===== src/rtl/request_encoder_if.sv =====
// request_encoder output channel: binary index with valid/ready handshake.
// master drives valid/code, slave returns ready.
interface request_encoder_if #(
  parameter int W = 2
);
  logic         out_valid;
  logic [W-1:0] out_code;
  logic         out_ready;

  modport master (
    output out_valid,
    output out_code,
    input  out_ready
  );

  modport slave (
    input  out_valid,
    input  out_code,
    output out_ready
  );
endinterface


===== src/rtl/request_encoder.sv =====
// request_encoder: captures request pulses into a pending vector and
// serves them highest index first as binary codes on a valid/ready channel.
module request_encoder #(
  parameter int N = 4,
  parameter int W = $clog2(N)
) (
  input  logic         clk,
  input  logic         rst_n,
  input  logic         enable,
  input  logic [N-1:0] req,
  request_encoder_if.master out,
  output logic [N-1:0] pending,
  output logic         overrun,
  input  logic         clr_overrun
);

  logic         valid_q;
  logic [W-1:0] code_q;
  logic [N-1:0] pend_q;
  logic         ovr_q;

  logic         free;
  logic         found;
  logic         load;
  logic [W-1:0] top;
  logic [N-1:0] set_vec;
  logic [N-1:0] clr_vec;
  logic [N-1:0] pend_d;
  logic         ovr_d;

  // Highest set index of pending; later (higher) bits overwrite lower ones.
  always_comb begin
    top = '0;
    for (int i = 0; i < N; i++) begin
      if (pend_q[i]) top = W'(i);
    end
  end

  // Load decision, pending update and overrun detection for the next edge.
  always_comb begin
    found   = |pend_q;
    free    = !valid_q || out.out_ready;
    load    = free && found;
    set_vec = req & {N{enable}};
    clr_vec = load ? (N'(1) << top) : '0;
    pend_d  = (pend_q & ~clr_vec) | set_vec;
    ovr_d   = (|(set_vec & pend_q & ~clr_vec))
            | (ovr_q & ~clr_overrun);
  end

  // State registers; every output comes straight from these.
  always_ff @(posedge clk or negedge rst_n) begin
    if (!rst_n) begin
      valid_q <= 1'b0;
      code_q  <= '0;
      pend_q  <= '0;
      ovr_q   <= 1'b0;
    end else begin
      pend_q <= pend_d;
      ovr_q  <= ovr_d;
      if (free) valid_q <= load;
      if (load) code_q  <= top;
    end
  end

  assign out.out_valid = valid_q;
  assign out.out_code  = code_q;
  assign pending       = pend_q;
  assign overrun       = ovr_q;

endmodule

===== src/flat_wrapper.sv =====
// flat-port wrapper written by rule: the top's interface ports become plain ports
module request_encoder_flat 
#(
  parameter int N = 4,
  parameter int W = $clog2(N)
)
  (clk, rst_n, enable, req, pending, overrun, clr_overrun, out_out_valid, out_out_code, out_out_ready);
  request_encoder_if #(.W(W)) out_i ();
  input  logic clk;
  input  logic rst_n;
  input  logic enable;
  input  logic [N-1:0] req;
  output logic [N-1:0] pending;
  output logic overrun;
  input  logic clr_overrun;
  output wire logic [$bits(out_i.out_valid)-1:0] out_out_valid;
  output wire logic [$bits(out_i.out_code)-1:0] out_out_code;
  input wire logic [$bits(out_i.out_ready)-1:0] out_out_ready;
  assign out_out_valid = out_i.out_valid;
  assign out_out_code = out_i.out_code;
  assign out_i.out_ready = out_out_ready;
  request_encoder #(.N(N), .W(W)) u_core (.clk(clk), .rst_n(rst_n), .enable(enable), .req(req), .out(out_i), .pending(pending), .overrun(overrun), .clr_overrun(clr_overrun));
endmodule

===== config.mk =====
export PLATFORM = sky130hd
export DESIGN_NAME = request_encoder_flat
export DESIGN_NICKNAME = d
export VERILOG_FILES = /design/src/rtl/request_encoder_if.sv /design/src/rtl/request_encoder.sv /design/src/flat_wrapper.sv
export SDC_FILE = /design/constraint.sdc
export NUM_CORES = 1
export LEC_CHECK = 0
export ABC_AREA = 1
export CAP_MARGIN = 15
export CORE_AREA = 2 2 39 41
export CTS_BUF_LIST = sky130_fd_sc_hd__clkbuf_8
export CTS_CLUSTER_DIAMETER = 80
export DETAILED_ROUTE_END_ITERATION = 12
export DIE_AREA = 0 0 41 43
export PLACE_DENSITY = 0.7
export SETUP_SLACK_MARGIN = 0.1
export SYNTH_ARGS = -nofsm -noshare
export SYNTH_HDL_FRONTEND = slang
export SYNTH_SLANG_ARGS = --single-unit

===== constraint.sdc =====
create_clock -name clk -period 1.5 [get_ports clk]
set_clock_uncertainty 0.15 [all_clocks]
set_input_delay 0.3 -clock clk [delete_from_list [all_inputs] [get_ports clk]]
set_output_delay 0.3 -clock clk [all_outputs]
set_load 0.01 [all_outputs]

### Word-level counts from Yosys, hierarchy flattened

Index checks and enable logic that the tools add are counted.

| storage, ports and cells | value |
|---|---|
| output and inout port bits | 8 |
| bits in registers | 8 |
| input port bits | 9 |
| logic and storage cells | 23 |

| operators by class | value |
|---|---|
| reductions and logical operators | 5 |
| bitwise operators | 9 |
| shift-type cells | 1 |
| multiplexer cells | 4 |

Operators with widths:

| cell | number |
|---|---|
| 4-bit bitwise AND | 4 |
| 4-bit OR reduction | 2 |
| 2-bit two-way mux | 2 |
| 4-bit two-way mux | 1 |
| 4-bit NOT | 1 |
| 4-bit bitwise OR | 1 |
| 1-bit by 2-bit << shifter with 4-bit output, first input constant | 1 |
| 1-bit bitwise AND | 1 |
| 1-bit logical AND | 1 |
| 1-bit logical NOT | 1 |
| 1-bit logical OR | 1 |
| 1-bit two-way mux | 1 |
| 1-bit NOT | 1 |
| 1-bit bitwise OR | 1 |

### Logic depth before layout (Yosys ltp)

Gate-level depths: netlist of the first run.

| depth | value |
|---|---|
| depth in word-level cells | 9 |
| mapped depth | 6 |
| depth with buffers taken out | 6 |

### Least setup slack after synthesis of the first run

OpenSTA, ideal clock, no wires.

| timing path | value |
|---|---|
| path type | reg-to-reg |
| from | register u_core.pend_q[3] (netlist: u_core.pending[3]) |
| to | register u_core.ovr_q (netlist: u_core.overrun) |
| clock period less this slack | 1.140 ns |
| setup time | 0.125 ns |
| path buffers | 0 |
| slack | 0.360 ns |
| data required time | 1.225 ns |
| arrival | 0.864 ns |
| stages on the path, launching flop included | 5 |
| cell sequence | dfrtp_1 > nor2_4 > nand4_1 > nand2_1 > nand3_1 |

| between the ends | value |
|---|---|
| cells in the longest elaborated chain, start to end | 7 |
| elaborated cells between the ends (all ways) | 10 |
| classes of those cells | shift (1); mux (2); bitwise (4); reduce/logical (3) |

Ends and longest elaborated chain:

| what | RTL line | source |
|---|---|---|
| from (decl) | request_encoder.sv:19 | `logic [N-1:0] pend_q;` |
| from (signal assigned) | request_encoder.sv:59 | `pend_q <= pend_d;` |
| 2-bit two-way mux / 4-bit OR reduction (equally long branches) | request_encoder.sv:35, request_encoder.sv:41 |  |
| 1-bit by 2-bit << shifter with 4-bit output / 1-bit logical AND (equally long branches) | request_encoder.sv:45, request_encoder.sv:43 |  |
| 4-bit two-way mux | request_encoder.sv:45 | `clr_vec = load ? (N'(1) << top) : '0;` |
| 4-bit NOT | request_encoder.sv:47 | `ovr_d = (\|(set_vec & pend_q & ~clr_vec))` |
| 4-bit bitwise AND * | request_encoder.sv:47 |  |
| 4-bit OR reduction * | request_encoder.sv:47 |  |
| 1-bit bitwise OR * | request_encoder.sv:48 | `\| (ovr_q & ~clr_overrun);` |
| via u_core.ovr_d | request_encoder.sv:29 | `logic ovr_d;` |
| to (signal assigned) | request_encoder.sv:60 | `ovr_q <= ovr_d;` |
| to (decl) | request_encoder.sv:20 | `logic ovr_q;` |

Mark *: on every way through the listed nets, which the timed path passes. The rest lies on a longest branch.
A chain may end at the register's enable or synchronous reset.

### Worst setup path after layout of the first run

| timing path | value |
|---|---|
| from | register u_core.pend_q[0] (netlist: u_core.pending[0]) |
| to | output port pending[0] |

RTL lines:

| what | RTL line | source |
|---|---|---|
| to (decl) | flat_wrapper.sv:13 | `output logic [N-1:0] pending;` |

No word-level cell between the ends.

==> tab_implementation.tex, run 1 <==
\begin{tabular}{lr}
\hline
Metric & Value \\
\hline
\multicolumn{2}{l}{\textbf{Status}} \\
\quad Run status & finished, final reports clean \\
\multicolumn{2}{l}{\textbf{Worst setup path}} \\
\quad Data arrival, critical path & $\sim$0.90 ns \\
\quad Crit path buf inv count & 1 \\
\quad Critical-path cell with the highest stage delay & dfrtp\_1 \\
\quad Slowest stage delay, CP & 0.38 ns \\
\quad Crit path launch type & flip-flop \\
\quad Critical-path cell list & dlygate4sd2\_1 \\
\quad Crit path kind & flip-flop to output pin \\
\quad Kind of cell with the highest combined delay on the critical path & flip-flops \\
\quad Critical path data required time & 1.05 ns \\
\quad Crit path capture type & output pin \\
\quad Critical Path Fanout Max & 3 \\
\multicolumn{2}{l}{\textbf{Layout}} \\
\quad P\&R area growth vs syn & 60.2\% \\
\quad Ant. Diodes & 0 \\
\quad Fillers & about 150 \\
\quad Post-route design area & 646 sq um \\
\quad Share of layout cells above drive strength 1 & 0.189 \\
\quad Net count reported at finish & 85 \\
\multicolumn{2}{l}{\textbf{Global route}} \\
\quad Wire length of the first global-routing pass & roughly 1500 microns \\
\quad Number of antenna violations at the first check in global routing & 0 \\
\quad Overall Global Routing Usage & 0.137 \\
\quad Remaining global-route overflow & 0 \\
\quad Pin count of the biggest net entering global routing & 9 \\
\quad Via count of the first global-routing pass & 374 \\
\multicolumn{2}{l}{\textbf{STA}} \\
\quad Remaining max-slew budget at the tightest pin & 0.751 \\
\quad Smallest hold slack & around 0.20 ns \\
\quad Fmax & 0.742 GHz \\
\quad Worst slew pin tran & 0.373 ns \\
\quad Clock period minus final worst setup slack & 1.35 ns \\
\quad Unrepaired setup endpoints after global routing & false \\
\quad Share of the clock period used by the worst path & 0.898 \\
\quad Number of pins exceeding their max-slew limit in the final report & 0 \\
\quad Setup Viol. Count Final & 0 \\
\quad Fin. Hold Viols & 0 \\
\multicolumn{2}{l}{\textbf{Placed design}} \\
\quad Final Wtd Congestion & 0.796 \\
\quad IO buf count & 16 \\
\quad Placed cell area & 613 sq um \\
\quad Total half-perimeter wirelength after legalization and detailed placement & 757 microns \\
\multicolumn{2}{l}{\textbf{Floorplan}} \\
\quad Height of the die & between 40 and 50 microns \\
\quad Initial Utilization & 0.291 \\
\quad Io pins & 17 \\
\quad Die area & 1760 sq um \\
\quad Std cell rows & 14 \\
\quad Area of the placeable core & roughly 1400 sq um \\
\quad Floorplan die width & 41 microns \\
\multicolumn{2}{l}{\textbf{CTS}} \\
\quad Skew-Pair Late Insertion Delay & between 0.2 and 0.25 ns \\
\quad Clock buffers created by TritonCTS & 3 \\
\quad Clock sink count & 8 \\
\quad \# Post-CTS Setup Buffers & 0 \\
\quad H-tree depth & 1 \\
\quad Count of hold buffers inserted by post-cts repair & 0 \\
\quad Buffer cell driving the clock tree root & clkbuf\_8 \\
\quad Clock buffer depth & 2 \\
\quad Clock tree from TritonCTS & built \\
\quad Clk pin slew, worst setup/hold paths & 0.04 ns \\
\multicolumn{2}{l}{\textbf{Route}} \\
\quad Routed Antenna Nets & 0 \\
\quad Starting DRT DRC Count & 11 \\
\quad Total number of vias & approximately 410 \\
\quad DRT Wirelength & around 910 microns \\
\quad Via density per instance & 4.52 \\
\quad Avg WL per Cell & 10.1 microns \\
\quad DRC violations left & 0 \\
\quad Number of detailed-routing iterations run before antenna repair & 4 \\
\multicolumn{2}{l}{\textbf{Synthesis}} \\
\quad Mapped Avg Cell Area & 7.90 sq um \\
\quad Cell accounting for the most synthesized area & dfrtp\_1 \\
\quad Share of async-settable or async-resettable flops after synthesis & 1.00 \\
\quad Synth top area cells & dfrtp\_1 50\%, nand2\_1 16\%, inv\_1 4.7\%, nand3\_1 3.7\%, nand2\_2 3.1\% \\
\quad Most instantiated library cell after synthesis & nand2\_1 \\
\quad Number of synthesized register bits & 8 \\
\quad Portion of synthesized cell area occupied by the leading cell type & 0.497 \\
\quad Post-synth top cells & 17 x nand2\_1, 8 x dfrtp\_1, 5 x inv\_1, 3 x nand3\_1, 3 x nor2\_1 \\
\quad Number of enable flip-flop cells after synthesis & 0 \\
\quad Number of distinct library cell variants in the gate-level netlist after synthesis & 15 \\
\quad Synthesized area & 403 sq um \\
\quad Most used DFF post-synth & dfrtp\_1 \\
\quad Synthesized Nets & 60 \\
\quad Warning count from the yosys run & 0 \\
\quad Post-synthesis sequential area ratio & 0.497 \\
\quad Synth Instances & around 50 \\
\multicolumn{2}{l}{\textbf{Power and ir drop}} \\
\quad Power per cell area & 1220 nW/um\^{}2 \\
\quad Cell leakage power & 0.331 nW \\
\quad Highest ir drop seen on vdd & 471 uV \\
\multicolumn{2}{l}{\textbf{Min path}} \\
\quad Worst hold path class & primary input to asynchronous set/reset pin \\
\multicolumn{2}{l}{\textbf{Run}} \\
\quad Max-capacitance violation count & 0 \\
\hline
\end{tabular}
-- metrics by stage --
step,setup slack (ns),power (W),instances,TNS [ns],utilization
floorplan,0.360,0.000413,51,0,-
global placement,0.000186,0.000564,87,0,0.443
detailed placement,-0.00849,0.000570,87,-0.00849,0.443
CTS,0.130,0.000803,90,0,0.466
global route,0.125,0.000847,90,0,0.467
finish,0.153,0.000788,90,0,0.467
-- report_power, final --
part	total [W]	leakage (nW)	internal, W	switching [W]
clock network	0.000258	0.0216	0.000174	0.0000843
logic	0.000247	0.218	0.000119	0.000129
registers	0.000283	0.0915	0.000260	0.0000227
-- cells in the final DEF (no fill, tap or decap) --
master           instances
inv_1                    5
a22o_1                   1
o21ai_1                  2
nor2_2                   1
nand2_1                 17
dfrtp_1                  8
nand3_1                  3
clkdlybuf4s15_1          1
nand3_2                  1
nand2_2                  2
clkdlybuf4s50_1          8
buf_4                    4
inv_2                    2
clkbuf_8                 3
nor2_1                   3
nand4_1                  2
o21ai_0                  1
a21oi_1                  2
dlygate4sd2_1            7
nor2_4                   1
-- kinds of logic after synthesis --
kind of cell / after synthesis / synth area share
and+or+nand+nor: 30 / 0.354
DFF: 8 / 0.497
buffers and inverters: 7 / 0.0652
AOI/OAI and AO/OA: 6 / 0.0838
-- layout make-up --
cell class | count | area (sq um) | share of cell area
Sequential cell | 8 | 200 | 0.310
Clock buffer | 3 | 41.3 | 0.0640
Timing Repair Buffer | 20 | 181 | 0.281
Tap cell | 16 | 20.0 | 0.0310
Multi-Input combinational cell | 36 | 176 | 0.273
Inverter | 7 | 26.3 | 0.0407
-- repair_timing --
action / CTS / global route
endpoints found under the setup margin: 8 / 1
gates resized for setup: 8 / 1
pin swaps: 0 / 0
-- routing by layer --
| metal | vias up | part of all wire | GRT usage |
|---|---|---|---|
| li1 | 211 | - | - |
| met1 | 180 | 0.43 | 0.151 |
| met2 | 12 | 0.49 | 0.197 |
| met3 | 4 | 0.043 | 0.0314 |
| met4 | 0 | 0.043 | 0.140 |
| met5 | - | 0 | 0 |
-- state kept, by name, indices dropped and copies added, names as in the netlist --
register	count
u_core.pending	4
u_core.overrun	1
u_core.out.out_valid	1
u_core.out.out_code	2
-- final timing paths --
check                           cells past startpoint  slack (ns)           endpoint               from
worst min register to register                      2        0.34  u_core.pending[0]  u_core.pending[0]
worst min-delay path                                1        0.20  u_core.pending[1]              rst_n
worst max-delay path                                1        0.15         pending[0]  u_core.pending[0]
min in group clk                                    2        0.34  u_core.pending[0]  u_core.pending[0]
max in group asynchronous                           1        0.72  u_core.pending[3]              rst_n
worst max register to register                      5        0.28     u_core.overrun  u_core.pending[3]
Note: power is estimated with default switching activity, not from simulation.
==> run 2: changes to the inputs <==
Settings changed: CORE_AREA 2 2 39 41 to 10 10 47 49, DIE_AREA 0 0 41 43 to 0 0 57 59.
==> tab_implementation.tex, run 2 (synthesized netlist as in run 1, its figures left out) <==
\begin{tabular}{lr}
\hline
Metric & Value \\
\hline
\multicolumn{2}{l}{\textbf{Route}} \\
\quad Avg WL per Cell & 10.9 microns (+8.1\%) \\
\quad Number of detailed-routing iterations run before antenna repair & 4 (unchanged) \\
\quad DRC violations left & 0 (unchanged) \\
\quad Starting DRT DRC Count & 6 (-5) \\
\quad Via density per instance & 4.41 (-2.6\%) \\
\quad Routed Antenna Nets & 0 (unchanged) \\
\quad DRT Wirelength & 995 microns (+9.3\%) \\
\quad Total number of vias & 401 (-1.5\%) \\
\multicolumn{2}{l}{\textbf{STA}} \\
\quad Fin Setup TNS & 0 ns (unchanged) \\
\quad Number of pins exceeding their max-slew limit in the final report & 0 (unchanged) \\
\quad Setup Viol. Count Final & 0 (unchanged) \\
\quad Unrepaired setup endpoints after global routing & false \\
\quad Worst slew pin tran & 0.368 ns (-0.00456 ns) \\
\quad Share of the clock period used by the worst path & 0.918 (+0.0202) \\
\quad Remaining max-slew budget at the tightest pin & 0.754 (+0.00305) \\
\quad Fin. Hold Viols & 0 (unchanged) \\
\quad Fmax & 0.726 GHz (-2.2\%) \\
\quad Clock period minus final worst setup slack & 1.38 ns (+0.0303 ns) \\
\quad Final Worst Setup Slack & 0.123 ns (-0.0303 ns) \\
\multicolumn{2}{l}{\textbf{Placed design}} \\
\quad Number of placed instances with taps included & 88 (+1.1\%) \\
\quad Placed cell area & 621 sq um (+1.2\%) \\
\quad Final Wtd Congestion & 0.733 (-7.9\%) \\
\quad Total half-perimeter wirelength after legalization and detailed placement & 832 microns (+10\%) \\
\quad IO buf count & 16 (unchanged) \\
\quad Worst setup slack after placement & 0.00798 ns (+0.0165 ns) \\
\multicolumn{2}{l}{\textbf{Global route}} \\
\quad Remaining global-route overflow & 0 (unchanged) \\
\quad Number of antenna violations at the first check in global routing & 0 (unchanged) \\
\quad Busiest grt layer & met2 \\
\quad Routing usage on met1 & 0.0680 (-0.0828) \\
\quad Overall Global Routing Usage & 0.0636 (-0.0738) \\
\quad Wire length of the first global-routing pass & 1660 microns (+8.7\%) \\
\quad Via count of the first global-routing pass & 394 (+5.3\%) \\
\quad Met2 global-route usage & 0.0930 (-0.104) \\
\quad Met3 track demand over resource & 0.0322 (+0.000775) \\
\quad Pin count of the biggest net entering global routing & 9 (unchanged) \\
\multicolumn{2}{l}{\textbf{Layout}} \\
\quad Flip-flop count of the largest register, all copies and words added & 4 (unchanged) \\
\quad P\&R area growth vs syn & 61.8\% \\
\quad Final Instance Count excl. Fillers & 91 (+1.1\%) \\
\quad Share of layout cells above drive strength 1 & 0.200 (+0.0108) \\
\quad Leading cell types in the layout, fill and taps excluded & 17 x nand2\_1, 8 x clkdlybuf4s50\_1, 8 x dlygate4sd2\_1, 8 x dfrtp\_1 \\
\quad Most frequent standard cell in the layout excluding fill and tap cells & nand2\_1 \\
\quad Net count reported at finish & 86 (+1.2\%) \\
\quad Fillers & 164 (+8.6\%) \\
\quad Post-route design area & 652 sq um (+0.97\%) \\
\quad Ant. Diodes & 0 (unchanged) \\
\multicolumn{2}{l}{\textbf{CTS}} \\
\quad Buffer cell driving the clock tree root & clkbuf\_8 \\
\quad \# resized after CTS & 8 (unchanged) \\
\quad Clock sink count & 8 (unchanged) \\
\quad Clock buffers created by TritonCTS & 3 (unchanged) \\
\quad Clock tree from TritonCTS & built \\
\quad H-tree depth & 1 (unchanged) \\
\quad Clock buffer depth & 2 (unchanged) \\
\quad \# Post-CTS Setup Buffers & 0 (unchanged) \\
\quad Count of hold buffers inserted by post-cts repair & 0 (unchanged) \\
\quad Clk pin slew, worst setup/hold paths & 0.04 ns (about the same) \\
\quad Skew-Pair Late Insertion Delay & 0.23 ns (about the same) \\
\multicolumn{2}{l}{\textbf{Floorplan}} \\
\quad Floorplan die width & 57 microns (+39\%) \\
\quad Std cell rows & 14 (unchanged) \\
\quad Initial Utilization & 0.287 (-0.00364) \\
\quad Io pins & 17 (unchanged) \\
\quad Height of the die & 59 microns (+37\%) \\
\quad Die area & 3360 sq um (+91\%) \\
\quad Area of the placeable core & 1400 sq um (+1.3\%) \\
\multicolumn{2}{l}{\textbf{Run}} \\
\quad Max-capacitance violation count & 0 (unchanged) \\
\multicolumn{2}{l}{\textbf{Worst setup path}} \\
\quad Data arrival, critical path & 0.93 ns (+0.03 ns) \\
\quad Crit path buf inv count & 1 (unchanged) \\
\quad Crit path capture type & output pin \\
\quad Critical Path Fanout Max & 3 (unchanged) \\
\quad Crit path launch type & flip-flop \\
\quad Crit path kind & flip-flop to output pin \\
\quad Critical-path cell list & dlygate4sd2\_1 \\
\quad Slowest stage delay, CP & 0.40 ns (+0.02 ns) \\
\quad Critical path data required time & 1.05 ns (about the same) \\
\quad Critical-path cell with the highest stage delay & dfrtp\_1 \\
\quad Kind of cell with the highest combined delay on the critical path & flip-flops \\
\multicolumn{2}{l}{\textbf{Min path}} \\
\quad Worst hold path class & primary input to asynchronous set/reset pin \\
\multicolumn{2}{l}{\textbf{Power and ir drop}} \\
\quad Power per cell area & 1210 nW/um\^{}2 (-0.54\%) \\
\quad Highest ir drop seen on vdd & 541 uV (+15\%) \\
\quad Cell leakage power & 0.336 nW (+1.2\%) \\
\multicolumn{2}{l}{\textbf{Status}} \\
\quad Run status & finished, final reports clean \\
\hline
\end{tabular}
## run 2: changes by cell type in the layout (fill, tap and decap cells not counted)
| cell | delta |
|---|---|
| buf_4 | +1 |
| dlygate4sd2_1 | +1 |
| clkdlybuf4s15_1 | -1 |
## run 2: final timing paths
| check | slack (ns) | cells after the start | startpoint | end |
|---|---|---|---|---|
| max in group asynchronous | 0.73 | 1 | rst_n | u_core.out.out_code[0] |
| worst min register to register | 0.34 | 2 | u_core.out.out_code[1] | u_core.out.out_code[1] |
| worst max register to register | 0.29 | 5 | u_core.pending[3] | u_core.overrun |
| worst min-delay path | 0.20 | 1 | rst_n | u_core.out.out_valid |
| min in group clk | 0.34 | 2 | u_core.out.out_code[1] | u_core.out.out_code[1] |
| worst max-delay path | 0.12 | 1 | u_core.out.out_valid | out_out_valid |
## run 2: metal layers
| layer | wire length, microns | part of all wire |
|---|---|---|
| met4 | 31 | 0.031 |
| met3 | 73 | 0.073 |
| met5 | 0 | 0 |
| met1 | 471 | 0.47 |
| met2 | 418 | 0.42 |
## run 2: final cells by class
cell class                 count  area (sq um)  share of cell area
inverter                       7          26.3              0.0403
sequential                     8           200               0.307
multi-input combinational     36           176               0.271
clock buffer                   3          41.3              0.0633
timing repair buffer          21           188               0.288
tap                           16          20.0              0.0307
## run 2: through the flow
step | hold slack (ns) | power, W | util
4_1_cts | 0.217 | 0.000806 | 0.465
2_1_floorplan | -0.146 | 0.000413 | -
6_report | 0.205 | 0.000791 | 0.465
3_3_place_gp | 0.320 | 0.000571 | 0.443
3_5_place_dp | 0.335 | 0.000574 | 0.443
5_1_grt | 0.241 | 0.000846 | 0.465
## run 2: power by group
part           switching (W)  internal, W  total (W)
Sequential         0.0000246     0.000260   0.000285
Combinational       0.000130     0.000119   0.000250
Clock              0.0000835     0.000174   0.000257
Total               0.000238     0.000553   0.000791
==> run 3: changes to the inputs <==
Clock period 1.5 ns to 1.45 ns, I/O delays scaled along.
==> tab_implementation.tex, run 3 (synthesized netlist as in run 1, its figures left out) <==
\begin{tabular}{lr}
\hline
Metric & Value \\
\hline
\multicolumn{2}{l}{\textbf{Global route}} \\
\quad Overall Global Routing Usage & 0.0575 (-0.00610) \\
\quad Pin count of the biggest net entering global routing & 9 (unchanged) \\
\quad Wire length of the first global-routing pass & 1520 microns (-8.3\%) \\
\quad Via count of the first global-routing pass & 366 (-7.1\%) \\
\quad Remaining global-route overflow & 0 (unchanged) \\
\quad Number of antenna violations at the first check in global routing & 0 (unchanged) \\
\multicolumn{2}{l}{\textbf{Layout}} \\
\quad Final Instance Count excl. Fillers & 92 (+1.1\%) \\
\quad Ant. Diodes & 0 (unchanged) \\
\quad Most frequent standard cell in the layout excluding fill and tap cells & nand2\_1 \\
\quad Fillers & 145 (-12\%) \\
\quad P\&R area growth vs syn & 64.9\% \\
\quad Flip-flop count of the largest register, all copies and words added & 4 (unchanged) \\
\quad Share of layout cells above drive strength 1 & 0.211 (+0.0105) \\
\quad Net count reported at finish & 87 (+1.2\%) \\
\quad Leading cell types in the layout, fill and taps excluded & 17 x nand2\_1, 8 x clkdlybuf4s50\_1, 8 x dfrtp\_1, 6 x buf\_4, 5 x inv\_1 \\
\multicolumn{2}{l}{\textbf{Placed design}} \\
\quad Final Wtd Congestion & 0.734 (+0.11\%) \\
\quad Number of placed instances with taps included & 89 (+1.1\%) \\
\quad Worst setup slack after placement & -0.0192 ns (-0.0272 ns) \\
\quad Total half-perimeter wirelength after legalization and detailed placement & 799 microns (-4.0\%) \\
\quad IO buf count & 16 (unchanged) \\
\multicolumn{2}{l}{\textbf{CTS}} \\
\quad Clock buffer depth & 2 (unchanged) \\
\quad Clock buffers created by TritonCTS & 3 (unchanged) \\
\quad \# resized after CTS & 8 (unchanged) \\
\quad Skew-Pair Late Insertion Delay & 0.23 ns (about the same) \\
\quad Clock tree from TritonCTS & built \\
\quad Count of hold buffers inserted by post-cts repair & 0 (unchanged) \\
\quad Buffer cell driving the clock tree root & clkbuf\_8 \\
\quad \# Post-CTS Setup Buffers & 0 (unchanged) \\
\quad Clock sink count & 8 (unchanged) \\
\quad H-tree depth & 1 (unchanged) \\
\quad Clk pin slew, worst setup/hold paths & 0.04 ns (about the same) \\
\multicolumn{2}{l}{\textbf{Power and ir drop}} \\
\quad Power per cell area & 1240 nW/um\^{}2 (+2.4\%) \\
\quad Cell leakage power & 0.340 nW (+1.2\%) \\
\quad Highest ir drop seen on vdd & 547 uV (+1.1\%) \\
\quad Total power & 0.000826 W (+4.4\%) \\
\multicolumn{2}{l}{\textbf{STA}} \\
\quad Fin. Hold Viols & 0 (unchanged) \\
\quad Share of the clock period used by the worst path & 0.907 \\
\quad Smallest hold slack & 0.197 ns (-0.00756 ns) \\
\quad Clock period minus final worst setup slack & roughly 1.3 ns \\
\quad Fmax & 0.760 GHz \\
\quad Remaining max-slew budget at the tightest pin & 0.751 (-0.00305) \\
\quad Number of pins exceeding their max-slew limit in the final report & 0 (unchanged) \\
\quad Unrepaired setup endpoints after global routing & false \\
\quad Worst slew pin tran & 0.373 ns (+0.00456 ns) \\
\quad Setup Viol. Count Final & 0 (unchanged) \\
\quad Final Worst Setup Slack & 0.135 ns (+0.0120 ns) \\
\multicolumn{2}{l}{\textbf{Worst setup path}} \\
\quad Critical path data required time & 1.01 ns (-0.04 ns) \\
\quad Crit path buf inv count & 1 (unchanged) \\
\quad Crit path kind & flip-flop to output pin \\
\quad Slowest stage delay, CP & 0.36 ns (-0.04 ns) \\
\quad Kind of cell with the highest combined delay on the critical path & flip-flops \\
\quad Crit path launch type & flip-flop \\
\quad Critical Path Fanout Max & 2 (-1) \\
\quad Data arrival, critical path & 0.88 ns (-0.05 ns) \\
\quad Crit path capture type & output pin \\
\quad Critical-path cell list & dlygate4sd2\_1 \\
\quad Critical-path cell with the highest stage delay & dfrtp\_1 \\
\multicolumn{2}{l}{\textbf{Floorplan}} \\
\quad Die area & 3360 sq um (unchanged) \\
\quad Std cell rows & 14 (unchanged) \\
\quad Area of the placeable core & 1400 sq um (unchanged) \\
\quad Initial Utilization & 0.287 (unchanged) \\
\quad Height of the die & 59 microns (unchanged) \\
\quad Floorplan die width & 57 microns (unchanged) \\
\quad Io pins & 17 (unchanged) \\
\multicolumn{2}{l}{\textbf{Route}} \\
\quad Avg WL per Cell & 10.5 microns (-4.1\%) \\
\quad Number of detailed-routing iterations run before antenna repair & 2 (-2) \\
\quad DRT Wirelength & 965 microns (-3.0\%) \\
\quad Total number of vias & 403 (+0.50\%) \\
\quad Routed Antenna Nets & 0 (unchanged) \\
\quad DRC violations left & 0 (unchanged) \\
\quad Via density per instance & 4.38 (-0.59\%) \\
\quad Starting DRT DRC Count & 6 (unchanged) \\
\multicolumn{2}{l}{\textbf{Min path}} \\
\quad Worst hold path class & primary input to asynchronous set/reset pin \\
\multicolumn{2}{l}{\textbf{Status}} \\
\quad Run status & finished, final reports clean \\
\multicolumn{2}{l}{\textbf{Run}} \\
\quad Max-capacitance violation count & 0 (unchanged) \\
\hline
\end{tabular}
==> run 3: path summary, 6_finish.rpt <==
kind                                   startpoint                     end  slack (ns)  cells past startpoint
max                        u_core.out.out_code[1]         out_out_code[1]        0.13                      1
min                                         rst_n    u_core.out.out_valid        0.20                      1
max in group asynchronous                   rst_n       u_core.pending[3]        0.68                      1
min reg2reg                u_core.out.out_code[1]  u_core.out.out_code[1]        0.34                      2
max reg2reg                     u_core.pending[3]          u_core.overrun        0.24                      5
min in group clk           u_core.out.out_code[1]  u_core.out.out_code[1]        0.34                      2
==> run 3: area by class of cell <==
cell class                      count  area (sq um)  share of cell area
Tap cell                           16          20.0              0.0301
Clock buffer                        3          41.3              0.0621
Inverter                            7          26.3              0.0395
Timing Repair Buffer               22           200               0.301
Multi-Input combinational cell     36           176               0.266
Sequential cell                     8           200               0.301
==> run 3: per-stage QoR <==
| step | setup TNS [ns] | cell area [sq um] | util |
|---|---|---|---|
| 5_1_grt | 0 | 664 | 0.474 |
| 2_1_floorplan | 0 | 403 | - |
| 6_report | 0 | 664 | 0.474 |
| 3_5_place_dp | -0.0367 | 628 | 0.448 |
| 3_3_place_gp | -0.0226 | 628 | 0.448 |
| 4_1_cts | 0 | 659 | 0.471 |
==> run 3: routing by layer <==
metal | routed length [microns] | GRT usage
met4 | 21 | 0.0302
met1 | 456 | 0.0608
met2 | 403 | 0.0868
met5 | 0 | 0
met3 | 85 | 0.0365
==> run 3: power breakdown <==
group	switching (W)	internal, W
clock network	0.0000851	0.000180
logic	0.000137	0.000133
registers	0.0000229	0.000269
